===== config.mk =====
export PLATFORM = sky130hd
export DESIGN_NAME = camera_capture_ctrl
export DESIGN_NICKNAME = d
export VERILOG_FILES = /design/src/rtl/capture_pkg.sv /design/src/rtl/cam_sync_edge.sv /design/src/rtl/camera_capture_ctrl.sv
export SDC_FILE = /design/constraint.sdc
export NUM_CORES = 1
export LEC_CHECK = 0
export CORE_ASPECT_RATIO = 0.8
export CORE_MARGIN = 2
export CORE_UTILIZATION = 58
export DETAILED_ROUTE_END_ITERATION = 8
export HOLD_SLACK_MARGIN = 0.05
export MAX_ROUTING_LAYER = met4
export PLACE_DENSITY_LB_ADDON = 0.1
export SETUP_SLACK_MARGIN = 0.2
export SKIP_CTS_REPAIR_TIMING = 1
export SYNTH_ARGS = -nofsm -noshare
export SYNTH_HDL_FRONTEND = slang
export SYNTH_SLANG_ARGS = --single-unit

===== constraint.sdc =====
create_clock -name writeClk -period 6.7 [get_ports writeClk]
set_input_delay 1.34 -clock writeClk [delete_from_list [all_inputs] [get_ports writeClk]]
set_output_delay 1.34 -clock writeClk [all_outputs]
set_load 0.03 [all_outputs]

===== src/rtl/capture_pkg.sv =====
// Shared types and geometry defaults for the camera capture path.
// Holds the controller state encoding and the RGB565 byte-phase encoding.
package capture_pkg;

    localparam int H_ACTIVE_DEF = 640;
    localparam int V_ACTIVE_DEF = 480;

    typedef enum logic [1:0] {
        IDLE,
        WAIT_VS,
        SYNC,
        ACTIVE
    } captureState;

    typedef enum logic {
        PH_HI = 1'b0,
        PH_LO = 1'b1
    } bytePhase;

endpackage


===== src/rtl/cam_sync_edge.sv =====
// Input register stage for the camera bus plus vsync/href edge detect.
// Edges are taken between the registered copy and its one-cycle delay.
module cam_sync_edge (
    input  logic       writeClk,
    input  logic       reset,
    input  logic       vsync,
    input  logic       href,
    input  logic [7:0] camData,
    output logic       rHref,
    output logic [7:0] rData,
    output logic       vsRise,
    output logic       vsFall,
    output logic       hrefFall
);

    logic rVs;
    logic prevVs;
    logic prevHref;

    always_ff @(posedge writeClk or posedge reset) begin
        if (reset) begin
            rVs      <= 1'b0;
            rHref    <= 1'b0;
            rData    <= 8'd0;
            prevVs   <= 1'b0;
            prevHref <= 1'b0;
        end else begin
            rVs      <= vsync;
            rHref    <= href;
            rData    <= camData;
            prevVs   <= rVs;
            prevHref <= rHref;
        end
    end

    assign vsRise   = rVs & ~prevVs;
    assign vsFall   = ~rVs & prevVs;
    assign hrefFall = ~rHref & prevHref;

endmodule


===== src/rtl/camera_capture_ctrl.sv =====
// Camera capture controller: assembles RGB565 pixels from the byte bus
// and issues frame-buffer writes with geometry and frame tracking.
module camera_capture_ctrl #(
    parameter int H_ACTIVE = capture_pkg::H_ACTIVE_DEF,
    parameter int V_ACTIVE = capture_pkg::V_ACTIVE_DEF
) (
    input  logic        writeClk,
    input  logic        reset,
    input  logic        captureEn,
    input  logic        singleShot,
    input  logic        vsync,
    input  logic        href,
    input  logic [7:0]  camData,
    output logic [9:0]  inX,
    output logic [8:0]  inY,
    output logic [15:0] pixelIn,
    output logic        writeEn,
    output logic        frameDone,
    output logic        busy,
    output logic        lineErr,
    output logic [7:0]  frameCount
);

    import capture_pkg::*;

    localparam logic [9:0] COL_MAX = 10'(H_ACTIVE);
    localparam logic [9:0] ROW_MAX = 10'(V_ACTIVE);

    captureState state;
    bytePhase    phase;
    logic [9:0]  col;
    logic [8:0]  row;
    logic [7:0]  hiByte;
    logic        shotHold;

    logic        rHref;
    logic [7:0]  rData;
    logic        vsRise;
    logic        vsFall;
    logic        hrefFall;
    logic        lastRow;

    cam_sync_edge uSync (
        .writeClk (writeClk),
        .reset    (reset),
        .vsync    (vsync),
        .href     (href),
        .camData  (camData),
        .rHref    (rHref),
        .rData    (rData),
        .vsRise   (vsRise),
        .vsFall   (vsFall),
        .hrefFall (hrefFall)
    );

    assign lastRow = ({1'b0, row} + 10'd1) == ROW_MAX;
    assign busy    = (state != IDLE);

    // shotHold keeps a finished single-shot capture parked in IDLE
    // until captureEn is released, so one enable gives one frame.
    always_ff @(posedge writeClk or posedge reset) begin
        if (reset) begin
            state      <= IDLE;
            phase      <= PH_HI;
            col        <= 10'd0;
            row        <= 9'd0;
            hiByte     <= 8'd0;
            shotHold   <= 1'b0;
            inX        <= 10'd0;
            inY        <= 9'd0;
            pixelIn    <= 16'd0;
            writeEn    <= 1'b0;
            frameDone  <= 1'b0;
            lineErr    <= 1'b0;
            frameCount <= 8'd0;
        end else begin
            writeEn   <= 1'b0;
            frameDone <= 1'b0;
            if (!captureEn) begin
                shotHold <= 1'b0;
            end
            unique case (state)
                IDLE: begin
                    if (captureEn && !shotHold) begin
                        state   <= WAIT_VS;
                        lineErr <= 1'b0;
                    end
                end
                WAIT_VS: begin
                    if (!captureEn) begin
                        state <= IDLE;
                    end else if (vsRise) begin
                        state <= SYNC;
                    end
                end
                SYNC: begin
                    if (!captureEn) begin
                        state <= IDLE;
                    end else if (vsFall) begin
                        state <= ACTIVE;
                        row   <= 9'd0;
                        col   <= 10'd0;
                        phase <= PH_HI;
                    end
                end
                ACTIVE: begin
                    if (!captureEn) begin
                        state <= IDLE;
                    end else if (vsRise) begin
                        // Frame cut short by the camera.
                        frameDone  <= 1'b1;
                        frameCount <= frameCount + 8'd1;
                        lineErr    <= 1'b1;
                        if (singleShot) begin
                            state    <= IDLE;
                            shotHold <= 1'b1;
                        end else begin
                            state <= SYNC;
                        end
                    end else if (rHref) begin
                        if (phase == PH_HI) begin
                            hiByte <= rData;
                            phase  <= PH_LO;
                        end else begin
                            phase <= PH_HI;
                            if (col < COL_MAX) begin
                                writeEn <= 1'b1;
                                pixelIn <= {hiByte, rData};
                                inX     <= col;
                                inY     <= row;
                                col     <= col + 10'd1;
                            end else begin
                                lineErr <= 1'b1;
                            end
                        end
                    end else if (hrefFall) begin
                        phase <= PH_HI;
                        if (phase == PH_LO) begin
                            lineErr <= 1'b1;
                        end
                        if (col != 10'd0) begin
                            col <= 10'd0;
                            if (lastRow) begin
                                frameDone  <= 1'b1;
                                frameCount <= frameCount + 8'd1;
                                if (singleShot) begin
                                    state    <= IDLE;
                                    shotHold <= 1'b1;
                                end else begin
                                    state <= WAIT_VS;
                                end
                            end else begin
                                row <= row + 9'd1;
                            end
                        end
                    end
                end
            endcase
        end
    end

endmodule


Word-level counts from Yosys, hierarchy flattened
Index checks and enable logic that the tools add are counted.

Bits of input ports: 14. Logic and storage cells: 154. Output and inout port bits: 47. Register bits: 89.

Bitwise gates (word level): 8. Reductions and logical operators: 18. $add $sub $neg: 4. Mux-type cells: 77. Order comparisons: 1. Equal/unequal tests: 28.

Operators with widths (number): 10-bit 2-to-1 mux (9); 9-bit 2-to-1 mux (8); 8-bit 2-to-1 mux (5); 1-bit 2-to-1 mux (38); 2-bit 2-to-1 mux (12); 10-bit one-hot mux with 2 select lines (1); 2-bit inequality test, second input constant (9); 9-bit one-hot mux with 2 select lines (1); 6-bit AND reduction (3); 9-bit AND reduction (2); 4-bit by 3-bit inequality test with 1-bit output, second input constant (4); 7-bit AND reduction (2); 3-bit by 2-bit inequality test with 1-bit output, second input constant (4); 4-bit inequality test, second input constant (3); 2-bit nonzero test (6); 10-bit by 1-bit adder with 10-bit output, second input constant (1); 9-bit by 1-bit adder with 10-bit output, second input constant (1); 10-bit by 9-bit equality test with 1-bit output, second input constant (1); 10-bit less-than comparator, second input constant (1); 10-bit nonzero test (1); 9-bit by 1-bit adder with 9-bit output, second input constant (1); 8-bit by 1-bit adder with 8-bit output, second input constant (1); 2-bit one-hot mux with 4 select lines (1); 3-bit inequality test, second input constant (2); 11 further kinds (19).

Depth between registers and ports, before layout
Depth in word-level cells: 9. Gate-level depth with buffers: 9. Gate-level depth less buffers: 8.

Modules after synthesis
A second synthesis with hierarchy kept.

Cell total of the unflattened synthesis: 338. Area, all modules: 4214.0 µm².

Modules (own cells, without submodules): camera_capture_ctrl (area each 3888.7 µm², cells each 322, times used 1, sequential area each 1926.8 µm²); cam_sync_edge (area each 325.3 µm², cells each 16, times used 1, sequential area each 300.3 µm²).

Worst setup path after synthesis
No wires, ideal clock.

Kind: input port to flip-flop. Start point: input captureEn. End point: register pixelIn[0]. Path buffers: 2. Setup slack: 4.163 ns. Arrival time: 2.412 ns. Required time: 6.575 ns. Cell stages on the path: 5. Setup time: 0.125 ns. Cell sequence: buf_4 -> nand3_1 -> nor2_4 -> buf_2 -> mux2_2.

Cells in the longest elaborated chain, start to end: 1.

Ends and longest elaborated chain: from (decl) (RTL line camera_capture_ctrl.sv:9) `input logic captureEn,`; 6-bit AND reduction (no line); to (signal assigned) (RTL line camera_capture_ctrl.sv:128) `pixelIn <= {hiByte, rData};`; to (decl) (RTL line camera_capture_ctrl.sv:16) `output logic [15:0] pixelIn,`.

Every way passes these cells. A chain may end at the register's enable or synchronous reset.

Final worst setup path
Start point: input captureEn. End point: register col[5].

Cells in the longest elaborated chain, start to end: 2. Elaborated cells on any way between the ends: 3. Classes of those cells: eq/ne (2); reduce/logical (1).

Ends and longest elaborated chain: 2-bit inequality test (no line); 9-bit AND reduction (no line) *; to (signal assigned) (RTL line camera_capture_ctrl.sv:131) `col <= col + 10'd1;`; to (decl) (RTL line camera_capture_ctrl.sv:31) `logic [9:0] col;`.

Mark *: on every way between the ends. The rest lies on a longest branch, timed or not.

==> flow_summary.json <==
{
  "status": "complete, no violations",
  "ioPinCount": 61,
  "via_per_inst": 5.72,
  "seq_area_frac_synth": 0.540,
  "layout.nets": 423,
  "clk_latency_ps": 350,
  "crit_path_start_kind": "input pin",
  "grt_pass1_wl_um": 13100,
  "clock_skew_ps": 10.4,
  "r2r-start": "state[1]$_DFFE_PP0P_",
  "post_drt_wl_per_cell_um": 15.6,
  "syn_inst": 346,
  "cts_buffer_depth": 2,
  "fin_cells": 492,
  "drt_iter0_markers": 108,
  "internal_power_mw": 0.915,
  "worstPathCellList": "clkdlybuf4s50_1, inv_1, a2111oi_2, nand4_1, or3_1, a21oi_1",
  "setup.worst_path.end_class": "flip-flop",
  "fin_setup_tns_ps": 0,
  "hold_viol": 0,
  "grt_max_degree": 90,
  "required_ps": 6970,
  "gr-usage-all-layers": 0.220,
  "cts_tree": "yes",
  "total_power_mw": 1.36,
  "synth_edf_count": 0,
  "synth_fp_nets": 369,
  "yosysMostFrequentCell": "dfrtp_1",
  "antenna_found_initial": 0,
  "crit_family": "compound AO/OA/AOI/OAI gates",
  "placed_area_um2": 4740,
  "via_count": 2812,
  "first_pass_iters": 4,
  "cp.arrival_ps": 3620,
  "clock_power_share": 0.272,
  "dieWidth_um": 98.3,
  "slew_headroom": 0.281,
  "powerDensity_nw_per_um2": 275,
  "dieHeight_um": 79.4,
  "ys.flop_type": "dfrtp_1",
  "die_area_um2": 7800,
  "synth.yosys.warnings": 0,
  "yosys.area.top_type_share": 0.540,
  "antenna_cells": 0,
  "cp_max_fo": 11,
  "fill_cells": 527,
  "h-tree-depth": 3,
  "hpwl_um": 5210,
  "grt_overflow": 0,
  "syn_to_final_growth_pct": 19.9,
  "initial_core_util": 0.598,
  "synthTopCellsByCount": "89 x dfrtp_1, 42 x mux2_2, 26 x nand2_1",
  "crit_slowest_cell": "a2111oi_2",
  "worstSetupPathType": "input pin to flip-flop",
  "max_freq_mhz": 298,
  "drv_cap": 0,
  "final_max_slew_viol_count": 0,
  "routed_wl_um": 7690,
  "core_area_um2": 6890,
  "hold_path_class": "flip-flop to flip-flop",
  "syn_area_per_cell_um2": 11.9,
  "grt_pass1_vias": 2645,
  "fin_crit_sh": 0.501,
  "path_clk_slew_ps": 90,
  "post-route-util": 0.718,
  "rows": 27,
  "netlist_area_um2": 4120,
  "min_period_ps": 3350,
  "comb_power_share": 0.230,
  "asyncSetResetFlopFracSynth": 1.00,
  "rsz0062_at_grt": "false",
  "startpoint": "captureEn",
  "drive_above_1_share": 0.198,
  "hold_start": "uSync.rVs$_DFF_PP0_",
  "yosys.area.top_type": "dfrtp_1",
  "place_congestion": 0.815,
  "cts_sinks": 89,
  "p_seq_frac": 0.497,
  "synth_top_cells_by_area": "dfrtp_1 54%, mux2_2 11%, ha_1 2.7%",
  "p_leak_nw": 2.24,
  "path_buf_inv": 2,
  "cpPeakStageDelay_ps": 780,
  "peakVddDrop_uv": 164,
  "yosys_register_bits": 89,
  "power_switching_mw": 0.444,
  "ant_nets": 0,
  "setup_viol": 0,
  "p_sw_frac": 0.327,
  "port_buffers": 60,
  "dpl.cell_count": 476,
  "cts_inserted_buffers": 9,
  "design_area_um2": 4940,
  "drc": 0,
  "worstMarginPinSlew_ps": 1080,
  "cts-root-buf": "clkbuf_8",
  "synth_cell_type_count": 59
}
per-layer routing:
layer	wire (um)	global-route usage	vias to the layer above
li1	-	-	1345
met1	3750	0.315	1396
met2	3470	0.308	66
met3	406	0.0709	5
met4	66	0.0534	0
met5	0	-	-
power groups by stage:
stage               combinational (mW)  sequential, mW  clock, mW
CTS                              0.314           0.676      0.381
detailed placement               0.313           0.686          0
finish                           0.313           0.676      0.370
global route                     0.343           0.689      0.403
global placement                 0.304           0.682          0
floorplan                        0.226           0.677          0
cells in the final DEF, fill, tap and decap left out, drive strengths merged, types with 3 or more instances in the layout:
cell and count:
nand3 9, nor4 3, clkdlybuf4s50 60, xor2 11
clkbuf 10, ha 9, a21o 4, dfrtp 89
a21oi 11, o21ai 6, mux2 45, o31ai 3
inv 15, nand2 26, nor2 22, nand4 10
a22o 3, a31oi 8, nor3 12, nand2b 5
and3 6
final timing paths:
| kind | endpoint | slack [ps] | cells after the start |
|---|---|---|---|
| worst min-delay path | uSync.prevVs$_DFF_PP0_ | 420 | 0 |
| worst min register to register | uSync.prevVs$_DFF_PP0_ | 420 | 0 |
| min in group asynchronous | inX[3]$_DFFE_PP0P_ | 1640 | 3 |
| worst max register to register | pixelIn[2]$_DFFE_PP0P_ | 3380 | 6 |
| max in group asynchronous | row[7]$_DFFE_PP0P_ | 4370 | 3 |
| worst max-delay path | col[5]$_DFFE_PP0P_ | 3350 | 6 |
state kept, by name, indices dropped and copies added (netlist names), 2 cells and up:
register     flops
uSync.rData      8
hiByte           8
frameCount       8
pixelIn         16
state            2
row              9
inY              9
inX             10
col             10
metrics by stage:
step                      hold WS (ps)  setup WS, ps
after floorplan                    364          3050
after global placement             393          3090
after detailed placement           421          3030
after CTS                          421          3340
after global routing               440          3130
final                              421          3350
cell families after synthesis:
family | Yosys count | share of synthesized area
AOI/OAI and AO/OA | 51 | 0.101
xor gates and xnor gates | 13 | 0.0276
and+or+nand+nor | 105 | 0.139
adders and majority gates | 9 | 0.0273
DFF | 89 | 0.540
muxes | 47 | 0.128
buffers and inverters | 32 | 0.0364
worst register-to-register path: cells and delay by family (launching register included):
| family | cells | cell delay [ps] |
|---|---|---|
| adders and majority gates | 1 | 600 |
| DFF | 1 | 390 |
| muxes | 1 | 450 |
| buffers and inverters | 1 | 500 |
| and+or+nand+nor | 3 | 1270 |
cell type report:
cell class | instances | area (um2) | share of cell area
Multi-Input combinational cell | 225 | 1750 | 0.353
Inverter | 14 | 53.8 | 0.0109
Clock inverter | 6 | 73.8 | 0.0149
Clock buffer | 10 | 128 | 0.0258
Timing Repair Buffer | 61 | 608 | 0.123
Sequential cell | 89 | 2230 | 0.450
Tap cell | 87 | 109 | 0.0220
Power figures use the tool's default switching activity.
